===== src/rtl/univ_shift_reg_if.sv =====
// Bundle of control, data and status signals for univ_shift_reg.
// The master drives the operation controls; the slave returns the register state.
interface univ_shift_reg_if #(
    parameter int WIDTH = 8
);
    logic             clear;
    logic             en;
    logic [2:0]       mode;
    logic [WIDTH-1:0] d;
    logic             sin_r;
    logic             sin_l;
    logic [WIDTH-1:0] q;
    logic [WIDTH-1:0] qb;
    logic             word_done;

    modport master (
        output clear, en, mode, d, sin_r, sin_l,
        input  q, qb, word_done
    );

    modport slave (
        input  clear, en, mode, d, sin_r, sin_l,
        output q, qb, word_done
    );
endinterface


===== src/rtl/univ_shift_reg.sv =====
// Multi-mode WIDTH-bit register: hold, shift, rotate, load, arithmetic shift and
// toggle, with complementary output and a pulse at each completed serial word.
module univ_shift_reg #(
    parameter int               WIDTH     = 8,
    parameter logic [WIDTH-1:0] RESET_VAL = '0
) (
    input  logic             clk,
    input  logic             reset,
    univ_shift_reg_if.slave  bus
);
    localparam int               CNT_W = (WIDTH > 1) ? $clog2(WIDTH) : 1;
    localparam logic [CNT_W-1:0] LAST  = CNT_W'(WIDTH - 1);

    localparam logic [2:0] M_HOLD = 3'b000;
    localparam logic [2:0] M_SHR  = 3'b001;
    localparam logic [2:0] M_SHL  = 3'b010;
    localparam logic [2:0] M_ROR  = 3'b011;
    localparam logic [2:0] M_ROL  = 3'b100;
    localparam logic [2:0] M_LOAD = 3'b101;
    localparam logic [2:0] M_ASR  = 3'b110;
    localparam logic [2:0] M_TOG  = 3'b111;

    logic [WIDTH-1:0] q_p0;
    logic [CNT_W-1:0] cnt_p0;
    logic             word_done_p0;
    logic             is_shift;

    // Shifts are written as whole-word operations so WIDTH=1 needs no special
    // case: the incoming bit lands in bit 0, and rotates/ASR reduce to hold.
    function automatic logic [WIDTH-1:0] next_q(
        input logic [2:0]       op,
        input logic [WIDTH-1:0] cur,
        input logic [WIDTH-1:0] load,
        input logic             in_r,
        input logic             in_l
    );
        logic [WIDTH-1:0]        top_sin;
        logic [WIDTH-1:0]        top_lsb;
        logic [WIDTH-1:0]        low_msb;
        logic [WIDTH-1:0]        low_sin;
        logic signed [WIDTH-1:0] scur;
        logic [WIDTH-1:0]        res;
        top_sin = '0;
        top_sin[WIDTH-1] = in_r;
        top_lsb = '0;
        top_lsb[WIDTH-1] = cur[0];
        low_msb = '0;
        low_msb[0] = cur[WIDTH-1];
        low_sin = '0;
        low_sin[0] = in_l;
        scur = $signed(cur);
        case (op)
            M_SHR:   res = (cur >> 1) | top_sin;
            M_SHL:   res = (cur << 1) | low_sin;
            M_ROR:   res = (cur >> 1) | top_lsb;
            M_ROL:   res = (cur << 1) | low_msb;
            M_LOAD:  res = load;
            M_ASR:   res = $unsigned(scur >>> 1);
            M_TOG:   res = ~cur;
            default: res = cur;
        endcase
        return res;
    endfunction

    always_comb begin
        is_shift = 1'b0;
        case (bus.mode)
            M_SHR, M_SHL, M_ROR, M_ROL, M_ASR: is_shift = 1'b1;
            default:                           is_shift = 1'b0;
        endcase
    end

    always_ff @(posedge clk or posedge reset) begin
        if (reset) begin
            q_p0         <= RESET_VAL;
            cnt_p0       <= '0;
            word_done_p0 <= 1'b0;
        end else if (bus.clear) begin
            q_p0         <= RESET_VAL;
            cnt_p0       <= '0;
            word_done_p0 <= 1'b0;
        end else begin
            word_done_p0 <= 1'b0;
            if (bus.en) begin
                q_p0 <= next_q(bus.mode, q_p0, bus.d, bus.sin_r, bus.sin_l);
                if (bus.mode == M_LOAD) begin
                    cnt_p0 <= '0;
                end else if (is_shift) begin
                    if (cnt_p0 == LAST) begin
                        cnt_p0       <= '0;
                        word_done_p0 <= 1'b1;
                    end else begin
                        cnt_p0 <= cnt_p0 + 1'b1;
                    end
                end
            end
        end
    end

    // qb follows q directly so it stays complementary even while reset is held.
    assign bus.q         = q_p0;
    assign bus.qb        = ~q_p0;
    assign bus.word_done = word_done_p0;

    logic unused_hold;
    assign unused_hold = (M_HOLD == 3'b000);
endmodule

===== src/flat_wrapper.sv =====
// flat-port wrapper written by rule: the top's interface ports become plain ports
module univ_shift_reg_flat 
#(
    parameter int               WIDTH     = 8,
    parameter logic [WIDTH-1:0] RESET_VAL = '0
)
  (clk, reset, bus_clear, bus_en, bus_mode, bus_d, bus_sin_r, bus_sin_l, bus_q, bus_qb, bus_word_done);
  univ_shift_reg_if #(.WIDTH(WIDTH)) bus_i ();
  input  logic clk;
  input  logic reset;
  input wire logic [$bits(bus_i.clear)-1:0] bus_clear;
  input wire logic [$bits(bus_i.en)-1:0] bus_en;
  input wire logic [$bits(bus_i.mode)-1:0] bus_mode;
  input wire logic [$bits(bus_i.d)-1:0] bus_d;
  input wire logic [$bits(bus_i.sin_r)-1:0] bus_sin_r;
  input wire logic [$bits(bus_i.sin_l)-1:0] bus_sin_l;
  output wire logic [$bits(bus_i.q)-1:0] bus_q;
  output wire logic [$bits(bus_i.qb)-1:0] bus_qb;
  output wire logic [$bits(bus_i.word_done)-1:0] bus_word_done;
  assign bus_i.clear = bus_clear;
  assign bus_i.en = bus_en;
  assign bus_i.mode = bus_mode;
  assign bus_i.d = bus_d;
  assign bus_i.sin_r = bus_sin_r;
  assign bus_i.sin_l = bus_sin_l;
  assign bus_q = bus_i.q;
  assign bus_qb = bus_i.qb;
  assign bus_word_done = bus_i.word_done;
  univ_shift_reg #(.WIDTH(WIDTH), .RESET_VAL(RESET_VAL)) u_core (.clk(clk), .reset(reset), .bus(bus_i));
endmodule

===== config.mk =====
export PLATFORM = sky130hd
export DESIGN_NAME = univ_shift_reg_flat
export DESIGN_NICKNAME = d
export VERILOG_FILES = /design/src/rtl/univ_shift_reg_if.sv /design/src/rtl/univ_shift_reg.sv /design/src/flat_wrapper.sv
export SDC_FILE = /design/constraint.sdc
export NUM_CORES = 1
export LEC_CHECK = 0
export CORE_MARGIN = 2
export CORE_UTILIZATION = 45
export DETAILED_ROUTE_END_ITERATION = 12
export PLACE_DENSITY_LB_ADDON = 0.08
export SYNTH_ARGS = -nofsm -noshare
export SYNTH_HDL_FRONTEND = slang
export SYNTH_SLANG_ARGS = --single-unit

===== constraint.sdc =====
create_clock -name clk -period 2.23 [get_ports clk]
set_input_delay 0.3345 -clock clk [delete_from_list [all_inputs] [get_ports clk]]
set_output_delay 0.3345 -clock clk [all_outputs]
set_load 0.1 [all_outputs]

Word level (Yosys, flattened, before mapping):

Cells that the tools add are included.

* bits of input ports: 17
* output and inout port bits: 17
* register bits after elaboration: 12

* add/sub/neg operators: 1
* muxes and demuxes: 14
* equality and inequality tests: 9
* reductions and logical operators: 8
* bitwise gates (word level): 5

Operators with widths (number)
* $pmux W8 S7: 1
* $mux W8: 2
* $or A7 B8 Y8: 2
* $or A8 B1 Y8: 2
* $eq A3 B3 Y1 const B: 5
* $mux W3: 5
* $not A8 Y8: 1
* $reduce_bool A8 Y1: 1
* $reduce_bool A7 Y1: 1
* $eq A3 B2 Y1 const B: 2
* $mux W1: 6
* $reduce_or A5 Y1: 1
* $reduce_and A2 Y1: 2
* $add A3 B1 Y3 const B: 1
* $eq A3 B1 Y1 const B: 1
* $reduce_and A3 Y1: 1
* $reduce_bool A3 Y1: 1
* $ne A2 B2 Y1 const B: 1
* $reduce_bool A2 Y1: 1

Depth between registers and ports, before layout:

Gate-level depths: netlist of the first run.

* word-level depth: 7
* gate-level depth with buffers: 6
* depth with buffers taken out: 5

Worst setup path before layout of the first run:

No wires, ideal clock.

* path type: register to register
* start point: register u_core.q_p0[6] (netlist: u_core.bus.q[6])
* end point: register u_core.q_p0[6] (netlist: u_core.bus.q[6])
* buffers on the path: 0
* required time: 2.051 ns
* cell stages (with the launch flop): 5
* arrival: 2.465 ns
* slack: -0.413 ns
* clock period less this slack: 2.643 ns
* cells stage by stage: dfrtp_1 -> inv_1 -> mux2_2 -> a221oi_1 -> a221oi_1

* word-level cells in the longest chain between the ends: 4

Ends and longest elaborated chain
* from (decl): line univ_shift_reg.sv:23 `logic [WIDTH-1:0] q_p0;`
* from (signal assigned): line univ_shift_reg.sv:85 `q_p0 <= next_q(bus.mode, q_p0, bus.d, bus.sin_r, bus.sin_l);`
* $not A8 Y8
* via bus_qb[6]: line flat_wrapper.sv:18 `output wire logic [$bits(bus_i.qb)-1:0] bus_qb;`
* $pmux W8 S7: line univ_shift_reg.sv:52 `case (op)`
* $mux W8: line univ_shift_reg.sv:84 `if (bus.en) begin`
* $mux W8: line univ_shift_reg.sv:78 `end else if (bus.clear) begin`

The timed path passes the listed nets, and every way through them passes these cells. The select of a mux whose other input is x is not followed.
A chain may end at the register's enable or synchronous reset.

Worst setup path in the final report of the first run:

* start point: input bus_mode[2]
* end point: register u_core.q_p0[3] (netlist: u_core.bus.q[3])

* word-level cells in the longest chain between the ends: 4
* elaborated cells on any way between the ends: 12
* those cells by class: 7 x eq/ne; 3 x mux; 2 x reduce/logical

Ends and longest elaborated chain
* from (decl): line flat_wrapper.sv:13 `input wire logic [$bits(bus_i.mode)-1:0] bus_mode;`
* $eq A3 B3 Y1, or another cell as far along: line univ_shift_reg.sv:52
* $pmux W8 S7: line univ_shift_reg.sv:52
* $mux W8: line univ_shift_reg.sv:84
* $mux W8: line univ_shift_reg.sv:78

Several ways; a longest one is shown, not always the timed one. The select of a mux whose other input is x is not followed.

==> load_flow_metrics.sql, run 1 <==
INSERT INTO impl_metrics (metric_group, metric, value, unit) VALUES
('pwr', 'powerDensity', '602', 'nW/µm²'),
('cells_and_area', 'post-route-util', '67.8', '%'),
('placed_design', 'port-buffer-count', '33', ''),
('die', 'ioPinCount', '34', ''),
('pwr', 'power', '0.793', 'mW'),
('setup_path', 'regToRegStartpoint', 'u_core.bus.q[3]$_DFFE_PP0P_', ''),
('setup_path', 'critical_path.endpoint_type', 'flip-flop', ''),
('timing', 'hold_violations', '0', ''),
('timing', 'setup_viol_count_final', '0', ''),
('setup_path', 'timing.setup.critical_path_class', 'primary input to flip-flop', ''),
('die', 'floorplan.die.width', '49.0', 'µm'),
('setup_path', 'crit_path_cell_trace', 'clkdlybuf4s50_1 > buf_4 > nand2b_2 > a21oi_2 > a221oi_1 > a221oi_1', ''),
('global_routing', 'grt_antenna_before_repair', '0', ''),
('clock_tree', 'h_tree_levels', '1', ''),
('yosys', 'synthesized_netlist_net_count', '110', ''),
('yosys', 'ys_top_cells_by_area', 'dfrtp_1 33%, a221oi_1 7.7%, mux2_2 6.2%', ''),
('die', 'die_height', '49.0', 'µm'),
('pwr', 'power_leakage', '0.527', 'nW'),
('placed_design', 'detailed_place.area', '1280', 'µm²'),
('global_routing', 'grt_usage', '20.7', '%'),
('timing', 'fin_setup_tns', '0', 'ns'),
('yosys', 'postSynth.asyncResetShare', '100', '%'),
('detailed_routing', 'via_per_inst', '5.53', ''),
('timing', 'final.min_clock_period', '1.67', 'ns'),
('timing', 'finalMaxSlewViolations', '0', ''),
('cells_and_area', 'drive_gt1_share', '44.2', '%'),
('timing', 'worst_clock_skew', '0.00369', 'ns'),
('yosys', 'synthDominantCellAreaShare', '32.9', '%'),
('placed_design', 'placed_cells', '152', ''),
('cells_and_area', 'inserted_diodes', '0', ''),
('timing', 'fin_crit_sh', '74.7', '%'),
('yosys', 'syn_avg_cell_area', '10.0', 'µm²'),
('global_routing', 'grt_first_pass_wirelength', '3820', 'µm'),
('setup_path', 'worstReg2RegEnd', 'u_core.bus.q[4]$_DFFE_PP0P_', ''),
('yosys', 'netlist-cell-type-count', '34', ''),
('clock_tree', 'cts_tree', 'done', ''),
('timing', 'postLayoutSetupSlackWorst', '0.564', 'ns'),
('die', 'die_area', '2400', 'µm²'),
('setup_path', 'cpPeakStageDelay', '0.59', 'ns'),
('clock_tree', 'cts_buf_count', '3', ''),
('clock_tree', 'clock_sinks', '12', ''),
('yosys', 'mappedNetlistArea', '912', 'µm²'),
('yosys', 'total_of_flip_flops_plus_latches_after_synthesis', '12', ''),
('clock_tree', 'clkSlewWorstSetupHoldPaths', '0.08', 'ns'),
('run', 'timing.max_cap.violations', '0', ''),
('timing', 'fin_hold_ws', '0.383', 'ns'),
('detailed_routing', 'route.vias.total', '863', ''),
('clock_tree', 'cts_setup_buffers', '0', ''),
('clock_tree', 'cts_resized', '0', ''),
('global_routing', 'grt_pass1_vias', '801', ''),
('timing', 'rsz0062_at_grt', 'no', ''),
('die', 'fp-row-count', '16', ''),
('cells_and_area', 'fin_area', '1320', 'µm²'),
('global_routing', 'grt_start_max_net_pins', '14', ''),
('yosys', 'yosys_warnings', '0', ''),
('setup_path', 'cp.required', '2.40', 'ns'),
('placed_design', 'finalWeightedCongestion', '0.743', ''),
('detailed_routing', 'dr.pass1.iters', '4', ''),
('setup_path', 'worstPathArrival', '1.83', 'ns'),
('detailed_routing', 'wl', '2270', 'µm'),
('setup_path', 'cp.buffers_inverters', '2', ''),
('detailed_routing', 'drt_drc_violations_left', '0', ''),
('setup_path', 'reg2reg_depth', '4', ''),
('clock_tree', 'root_buffer', 'clkbuf_4', ''),
('cells_and_area', 'multi_input_comb_area', '523', 'µm²'),
('cells_and_area', 'fillerInstances', '169', ''),
('yosys', 'synth.largest_area_cell', 'dfrtp_1', ''),
('setup_path', 'critPathLaunchType', 'primary input', ''),
('placed_design', 'dpl.hpwl', '1780', 'µm'),
('die', 'fp.coreArea', '1940', 'µm²'),
('run_status', 'status', 'complete, no violations', '');
==> worst reg2reg max path: stages (launching register included) <==
cell and delay (ns):
dfrtp_4 0.44, clkinvlp_4 0.11, maj3_2 0.31, o221a_1 0.26
a221oi_2 0.21
==> flip-flops by register name, summed over array words and instances, names as in the netlist <==
name / flops
u_core.bus.q: 8
u_core.bus.word_done: 1
u_core.cnt_p0: 3
==> power by group <==
part           switching [mW]  internal, mW
Combinational           0.254         0.111
Sequential             0.0205         0.235
Clock                  0.0734        0.0993
==> synth_stat cells, types with 3 or more instances <==
cell,count
a21oi_1,4
a221oi_1,8
a221oi_2,3
buf_6,3
dfrtp_1,12
inv_1,9
mux2_2,5
nand2_1,7
nand3b_1,3
nor2_1,5
==> worst max path at each step <==
stage                                             end                        start  depth (start not counted)
after global placement    u_core.bus.q[4]$_DFFE_PP0P_                  bus_mode[2]                          5
after CTS                 u_core.bus.q[3]$_DFFE_PP0P_                  bus_mode[2]                          6
after detailed placement  u_core.bus.q[3]$_DFFE_PP0P_                  bus_mode[2]                          6
final                     u_core.bus.q[3]$_DFFE_PP0P_                  bus_mode[2]                          6
after floorplan           u_core.bus.q[6]$_DFFE_PP0P_  u_core.bus.q[6]$_DFFE_PP0P_                          4
after global routing      u_core.bus.q[3]$_DFFE_PP0P_                  bus_mode[2]                          6
==> logic make-up after synthesis <==
family / after synthesis / share of synthesized area [%]
AOI/OAI and AO/OA: 28 / 28.0
and+or+nand+nor: 22 / 13.0
buffers and inverters: 16 / 9.74
DFF: 12 / 32.9
muxes: 7 / 8.37
adders and majority gates: 4 / 5.21
xor gates and xnor gates: 2 / 2.74
==> layout make-up <==
class                           instances  share of cell area [%]
Timing Repair Buffer                   41                    26.4
Multi-Input combinational cell         63                    39.7
Inverter                                9                    4.56
Clock buffer                            4                    2.75
Sequential cell                        12                    24.0
Tap cell                               27                    2.56
==> placed cells by master, fill, tap and decap left out <==
| master | synthesis | routed |
|---|---|---|
| a21o_1 | 2 | 2 |
| mux2i_1 | 2 | 2 |
| nor3b_1 | 1 | 1 |
| inv_1 | 9 | 2 |
| o21ai_0 | 2 | 2 |
| dfrtp_2 | 0 | 4 |
| a311o_1 | 1 | 1 |
| xor2_1 | 1 | 1 |
| o31ai_1 | 1 | 1 |
| a21oi_2 | 1 | 1 |
| o221a_1 | 2 | 2 |
| dfrtp_1 | 12 | 5 |
| a221oi_1 | 8 | 8 |
| clkbuf_4 | 0 | 3 |
| ha_1 | 2 | 2 |
| a221oi_2 | 3 | 3 |
| nor2_1 | 5 | 5 |
| nor4_1 | 1 | 1 |
| nor4b_1 | 1 | 1 |
| nand2b_2 | 1 | 1 |
| nand2_1 | 7 | 7 |
| buf_4 | 1 | 25 |
| clkdlybuf4s50_1 | 0 | 16 |
| xnor2_2 | 1 | 1 |
| and2_1 | 1 | 1 |
| and2b_1 | 1 | 1 |
| a222oi_1 | 1 | 1 |
| a21oi_1 | 4 | 4 |
| nand3b_1 | 3 | 3 |
| a22oi_1 | 2 | 2 |
| dfrtp_4 | 0 | 3 |
| clkinvlp_4 | 0 | 7 |
| maj3_2 | 2 | 2 |
| mux2_2 | 5 | 5 |
| nand2b_1 | 1 | 1 |
| o31ai_4 | 1 | 1 |
| clkbuf_8 | 0 | 1 |
==> routing by layer <==
layer	up-vias	global-route usage, %	wire length, µm
met4	0	1.43	0
met3	0	6.13	116
met2	27	35.6	1150
li1	424	-	-
met5	-	0	0
met1	412	26.8	1000
(Power assumes the default switching activity.)
==> inputs of run 2 (changes only) <==
--- a/config.mk
+++ b/config.mk
@@ -6,7 +6,7 @@
 export NUM_CORES = 1
 export LEC_CHECK = 0
 export CORE_MARGIN = 2
-export CORE_UTILIZATION = 45
+export CORE_UTILIZATION = 43
 export DETAILED_ROUTE_END_ITERATION = 12
 export PLACE_DENSITY_LB_ADDON = 0.08
 export SYNTH_ARGS = -nofsm -noshare
==> constraint.sdc (replaced) <==
create_clock -name clk -period 1.6 [get_ports clk]
set_input_delay 0.24 -clock clk [delete_from_list [all_inputs] [get_ports clk]]
set_output_delay 0.24 -clock clk [all_outputs]
set_load 0.1 [all_outputs]
==> run 2 against run 1 <==
  * Via count is 8.5% higher
  * Core utilization is 15 points higher
  * Clock skew increased by 0.0046 ns
  * Clock power increased by 23%
  * Hold slack lost 0.13 ns
  * Cell count grew 5.1%
  * Combinational power grew 76%
==> load_flow_metrics.sql, run 2 (synthesized netlist as in run 1, its figures left out) <==
INSERT INTO impl_metrics (metric_group, metric, value, unit) VALUES
('global_routing', 'grt_start_max_net_pins', '17', ''),
('timing', 'final.min_clock_period', '1.49', 'ns'),
('setup_path', 'timing.critical_path.fanout_max', '16', ''),
('timing', 'finalMaxSlewViolations', '0', ''),
('setup_path', 'timing.setup.critical_path_class', 'primary input to flip-flop', ''),
('cells_and_area', 'largest_register_ff_count', '8', ''),
('die', 'fp.coreArea', '1980', 'µm²'),
('detailed_routing', 'route.vias.total', '936', ''),
('setup_path', 'r2r_setup_slack', '0.12', 'ns'),
('cells_and_area', 'fin_area', '1650', 'µm²'),
('cells_and_area', 'mostFrequentLayoutCells', '19 x buf_12, 14 x clkdlybuf4s50_1, 14 x buf_4', ''),
('die', 'ioPinCount', '34', ''),
('placed_design', 'dpl.hpwl', '2030', 'µm'),
('cells_and_area', 'layout_commonest_cell', 'buf_12', ''),
('global_routing', 'overflow', '0', ''),
('pwr', 'irDropWorstVdd', '627', 'µV'),
('timing', 'rsz0062_at_grt', 'no', ''),
('setup_path', 'reg2reg_depth', '4', ''),
('placed_design', 'port-buffer-count', '33', ''),
('clock_tree', 'cts_tree', 'done', ''),
('timing', 'tightest_slew', '0.467', 'ns'),
('detailed_routing', 'initialDrtViolationCount', '29', ''),
('min_path', 'min_path_type', 'primary input to asynchronous set/reset pin', ''),
('detailed_routing', 'drtAntennaViolNets', '0', ''),
('clock_tree', 'h_tree_levels', '1', ''),
('setup_path', 'cp.required', '1.78', 'ns'),
('timing', 'fin_crit_sh', '93.3', '%'),
('global_routing', 'grt_pass1_vias', '1005', ''),
('pwr', 'power', '1.22', 'mW'),
('die', 'start_util', '46.0', '%'),
('clock_tree', 'clkSlewWorstSetupHoldPaths', '0.08', 'ns'),
('timing', 'postLayoutSetupSlackWorst', '0.107', 'ns'),
('timing', 'hold_violations', '0', ''),
('cells_and_area', 'drive_gt1_share', '49.6', '%'),
('run', 'timing.max_cap.violations', '0', ''),
('setup_path', 'critical_path.endpoint_type', 'flip-flop', ''),
('clock_tree', 'root_buffer', 'clkbuf_4', ''),
('cells_and_area', 'final_nets', '157', ''),
('detailed_routing', 'wl', '2700', 'µm'),
('placed_design', 'finalWeightedCongestion', '0.789', ''),
('clock_tree', 'cts_buf_count', '3', ''),
('global_routing', 'grt_usage', '24.8', '%'),
('timing', 'worst_clock_skew', '0.00827', 'ns'),
('detailed_routing', 'via_per_inst', '5.71', ''),
('timing', 'fin_hold_ws', '0.257', 'ns'),
('die', 'die_area', '2510', 'µm²'),
('setup_path', 'critPathLaunchType', 'primary input', ''),
('setup_path', 'worstReg2RegEnd', 'u_core.bus.q[3]$_DFFE_PP0P_', ''),
('setup_path', 'regToRegStartpoint', 'u_core.bus.q[3]$_DFFE_PP0P_', ''),
('setup_path', 'worstPathArrival', '1.67', 'ns'),
('clock_tree', 'cts_buffer_depth', '2', ''),
('clock_tree', 'worstSkewPairLatency', '0.29', 'ns'),
('timing', 'setup_viol_count_final', '0', ''),
('placed_design', 'dp_slack', '-0.286', 'ns'),
('detailed_routing', 'drt_drc_violations_left', '0', ''),
('placed_design', 'detailed_place.area', '1590', 'µm²'),
('pwr', 'power_leakage', '0.677', 'nW'),
('detailed_routing', 'dr.pass1.iters', '4', ''),
('die', 'fp-row-count', '16', ''),
('pwr', 'powerDensity', '742', 'nW/µm²'),
('setup_path', 'critical_path.startpoint', 'bus_mode[0]', ''),
('cells_and_area', 'inserted_diodes', '0', ''),
('run_status', 'status', 'complete, no violations', ''),
('timing', 'max_freq', '670', 'MHz'),
('die', 'floorplan.die.width', '50.1', 'µm'),
('global_routing', 'grt_first_pass_wirelength', '4620', 'µm'),
('clock_tree', 'post_cts_hold_buffer_count', '0', ''),
('global_routing', 'grt_antenna_before_repair', '0', ''),
('detailed_routing', 'wire_per_inst', '16.4', 'µm'),
('timing', 'slew-limit-headroom', '68.9', '%'),
('cells_and_area', 'area_delta_synth_final', '80.7', '%'),
('die', 'die_height', '50.1', 'µm'),
('setup_path', 'crit_path_to', 'u_core.bus.q[3]$_DFFE_PP0P_', ''),
('clock_tree', 'clock_sinks', '12', '');
## run 2: cell count changes in the layout (fill, tap and decap cells not counted), sizes merged
| cell | change |
|---|---|
| buf | +8 |
| clkdlybuf4s50 | -2 |
| dlymetal6s2s | +2 |
## run 2: worst min-delay path by stage
stage	start	to	slack, ns	cells past startpoint
2_1_floorplan	reset	u_core.bus.word_done$_DFF_PP0_	0.10	1
3_3_place_gp	u_core.cnt_p0[1]$_DFFE_PP0P_	u_core.cnt_p0[1]$_DFFE_PP0P_	0.53	2
3_5_place_dp	u_core.cnt_p0[0]$_DFFE_PP0P_	u_core.cnt_p0[0]$_DFFE_PP0P_	0.55	2
4_1_cts	reset	u_core.bus.q[1]$_DFFE_PP0P_	0.28	2
5_1_grt	reset	u_core.bus.q[1]$_DFFE_PP0P_	0.32	2
6_report	reset	u_core.bus.q[1]$_DFFE_PP0P_	0.26	2
## run 2: routing by layer
metal,up-vias,share of wire (%),global-route usage (%)
li1,436,-,-
met4,0,2.0,14.4
met5,-,0,0
met2,46,51,42.1
met3,6,6.6,6.06
met1,448,41,27.9
## run 2: power by group
| part | leakage, nW | switching (mW) | internal, mW |
|---|---|---|---|
| sequential | 0.148 | 0.0386 | 0.330 |
| combinational | 0.513 | 0.381 | 0.261 |
| clock | 0.0150 | 0.115 | 0.0972 |
| total | 0.677 | 0.534 | 0.688 |
## run 2: worst max-delay path: stages
cell and delay [ns]:
clkdlybuf4s50_1 0.45, buf_4 0.18, o31ai_4 0.21, buf_12 0.19, a221oi_1 0.07, a221oi_1 0.32
## run 2: cell type report
cell class,count,area (µm²)
sequential,12,323
inverter,9,60.1
clock buffer,4,26.3
fill,104,334
tap,27,33.8
multi-input combinational,63,554
timing repair buffer,49,651
## run 2: repair_timing
action / 4_1_cts / 5_1_grt
buffers inserted: 0 / 2
resized for setup: 0 / 4
setup endpoints to repair: 0 / 7
endpoints found under the hold margin: 0 / 0
## run 2: through the flow
stage,instances,util (%),TNS [ns]
2_1_floorplan,91,-,-3.18
3_3_place_gp,158,80.1,-1.83
3_5_place_dp,158,80.1,-2.45
4_1_cts,162,81.4,0
5_1_grt,164,83.1,0
6_report,164,83.1,0
==> inputs of run 3 (changes only) <==
--- a/config.mk
+++ b/config.mk
@@ -5,10 +5,13 @@
 export SDC_FILE = /design/constraint.sdc
 export NUM_CORES = 1
 export LEC_CHECK = 0
+export CELL_PAD_IN_SITES_DETAIL_PLACEMENT = 1
+export CELL_PAD_IN_SITES_GLOBAL_PLACEMENT = 1
 export CORE_MARGIN = 2
-export CORE_UTILIZATION = 43
+export CORE_UTILIZATION = 32
 export DETAILED_ROUTE_END_ITERATION = 12
 export PLACE_DENSITY_LB_ADDON = 0.08
+export SKIP_LAST_GASP = 1
 export SYNTH_ARGS = -nofsm -noshare
 export SYNTH_HDL_FRONTEND = slang
 export SYNTH_SLANG_ARGS = --single-unit
==> run 3 against run 2 <==
  * Design area grew 0.30%
  * Highest routed layer unchanged
  * Total power shrank 1.4%
  * Largest cell class unchanged
  * Core utilization shrank 23 points
==> load_flow_metrics.sql, run 3 (synthesized netlist as in run 1, its figures left out) <==
INSERT INTO impl_metrics (metric_group, metric, value, unit) VALUES
('run_status', 'status', 'complete, no violations', ''),
('clock_tree', 'worstSkewPairLatency', '0.27', 'ns'),
('timing', 'max_freq', '652', 'MHz'),
('setup_path', 'crit_slowest_cell', 'clkdlybuf4s50_1', ''),
('setup_path', 'worstPathArrival', '1.68', 'ns'),
('timing', 'slew-limit-headroom', '68.4', '%'),
('clock_tree', 'post_cts_hold_buffer_count', '0', ''),
('placed_design', 'dpl.hpwl', '2300', 'µm'),
('clock_tree', 'root_buffer', 'clkbuf_4', ''),
('timing', 'postLayoutSetupSlackWorst', '0.0657', 'ns'),
('detailed_routing', 'dr.pass1.iters', '4', ''),
('die', 'die_area', '3290', 'µm²'),
('die', 'fp.coreArea', '2730', 'µm²'),
('cells_and_area', 'mostFrequentLayoutCells', '19 x buf_12, 16 x clkdlybuf4s50_1, 12 x buf_4', ''),
('pwr', 'power_leakage', '0.657', 'nW'),
('global_routing', 'overflow', '0', ''),
('detailed_routing', 'via_per_inst', '5.52', ''),
('cells_and_area', 'area_delta_synth_final', '81.2', '%'),
('setup_path', 'cp.required', '1.75', 'ns'),
('timing', 'final.min_clock_period', '1.53', 'ns'),
('setup_path', 'critPathLaunchType', 'primary input', ''),
('die', 'start_util', '33.4', '%'),
('global_routing', 'globalRouteMet2Util', '33.0', '%'),
('run', 'timing.max_cap.violations', '0', ''),
('timing', 'hold_violations', '0', ''),
('global_routing', 'grt_first_pass_wirelength', '5060', 'µm'),
('pwr', 'powerDensity', '729', 'nW/µm²'),
('global_routing', 'busiest_layer', 'met2', ''),
('clock_tree', 'clock_sinks', '12', ''),
('pwr', 'irDropWorstVdd', '716', 'µV'),
('global_routing', 'grt_antenna_before_repair', '0', ''),
('global_routing', 'grtUsageMet3', '5.44', '%'),
('placed_design', 'port-buffer-count', '33', ''),
('timing', 'fin_setup_tns', '0', 'ns'),
('timing', 'worst_clock_skew', '0.00309', 'ns'),
('detailed_routing', 'drt_drc_violations_left', '0', ''),
('die', 'die_height', '57.4', 'µm'),
('min_path', 'min_path_type', 'primary input to asynchronous set/reset pin', ''),
('detailed_routing', 'route.vias.total', '917', ''),
('placed_design', 'finalWeightedCongestion', '0.801', ''),
('timing', 'rsz0062_at_grt', 'no', ''),
('detailed_routing', 'wl', '2970', 'µm'),
('cells_and_area', 'fin_area', '1650', 'µm²'),
('timing', 'setup_viol_count_final', '0', ''),
('global_routing', 'grt_start_max_net_pins', '20', ''),
('die', 'ioPinCount', '34', ''),
('cells_and_area', 'layout_commonest_cell', 'buf_12', ''),
('timing', 'fin_crit_sh', '95.9', '%'),
('die', 'fp-row-count', '19', ''),
('cells_and_area', 'stdcell_count', '166', ''),
('clock_tree', 'h_tree_levels', '1', ''),
('cells_and_area', 'post-route-util', '60.5', '%'),
('cells_and_area', 'final_nets', '156', ''),
('timing', 'fin_hold_ws', '0.279', 'ns'),
('setup_path', 'timing.setup.critical_path_class', 'primary input to flip-flop', ''),
('clock_tree', 'clkSlewWorstSetupHoldPaths', '0.08', 'ns'),
('setup_path', 'cpPeakStageDelay', '0.50', 'ns'),
('die', 'floorplan.die.width', '57.4', 'µm'),
('pwr', 'power', '1.20', 'mW'),
('global_routing', 'grt_pass1_vias', '1019', ''),
('clock_tree', 'cts_tree', 'done', ''),
('setup_path', 'r2r_setup_slack', '0.13', 'ns'),
('setup_path', 'critical_path.endpoint_type', 'flip-flop', ''),
('placed_design', 'dp_slack', '-0.311', 'ns'),
('clock_tree', 'cts_buffer_depth', '2', ''),
('timing', 'tightest_slew', '0.473', 'ns'),
('global_routing', 'use_met1', '25.8', '%'),
('cells_and_area', 'inserted_diodes', '0', ''),
('setup_path', 'timing.critical_path.fanout_max', '19', ''),
('clock_tree', 'cts_buf_count', '3', ''),
('detailed_routing', 'initialDrtViolationCount', '22', ''),
('detailed_routing', 'drtAntennaViolNets', '0', ''),
('setup_path', 'crit_path_cell_trace', 'clkdlybuf4s50_1 > buf_12 > mux2_2 > a221oi_1 > a221oi_2', ''),
('detailed_routing', 'wire_per_inst', '17.9', 'µm'),
('placed_design', 'detailed_place.area', '1600', 'µm²'),
('cells_and_area', 'drive_gt1_share', '51.9', '%'),
('placed_design', 'placed_cells', '163', ''),
('timing', 'finalMaxSlewViolations', '0', ''),
('global_routing', 'grt_usage', '19.9', '%'),
('cells_and_area', 'largest_register_ff_count', '8', '');
-- run 3: worst max-delay path, delay by kind of cell --
family                 cells  cell delay [ns]
AOI/OAI and AO/OA          2             0.43
muxes                      1             0.34
buffers and inverters      2             0.67
-- run 3: worst paths after layout --
kind                                                   start                      endpoint  cells after the start
worst min register to register  u_core.cnt_p0[1]$_DFFE_PP0P_  u_core.cnt_p0[1]$_DFFE_PP0P_                      2
worst max-delay path                             bus_mode[1]   u_core.bus.q[3]$_DFFE_PP0P_                      5
worst min-delay path                                   reset   u_core.bus.q[0]$_DFFE_PP0P_                      2
min in group clk                u_core.cnt_p0[1]$_DFFE_PP0P_  u_core.cnt_p0[1]$_DFFE_PP0P_                      2
worst max register to register   u_core.bus.q[3]$_DFFE_PP0P_   u_core.bus.q[4]$_DFFE_PP0P_                      4
max in group asynchronous                              reset   u_core.bus.q[5]$_DFFE_PP0P_                      2
-- run 3: layout make-up --
type                            instances  area, µm²
Clock buffer                            3       22.5
Fill cell                             292       1080
Inverter                                9       60.1
Multi-Input combinational cell         63        567
Sequential cell                        12        323
Tap cell                               31       38.8
Timing Repair Buffer                   48        642
-- run 3: metal layers --
layer,share of wire (%),vias up
met4,1.1,0
li1,-,437
met5,0,-
met1,42,441
met3,6.0,6
met2,50,33
-- run 3: repair_timing --
item	in CTS	in global routing
gates resized for setup	1	5
hold endpoints to repair	0	0
endpoints found under the setup margin	2	5
setup buffers	0	0
pin swaps	0	0
-- run 3: where the power goes --
part / switching (mW) / internal (mW)
Sequential: 0.0387 / 0.330
Clock: 0.0997 / 0.0871
Combinational: 0.386 / 0.264
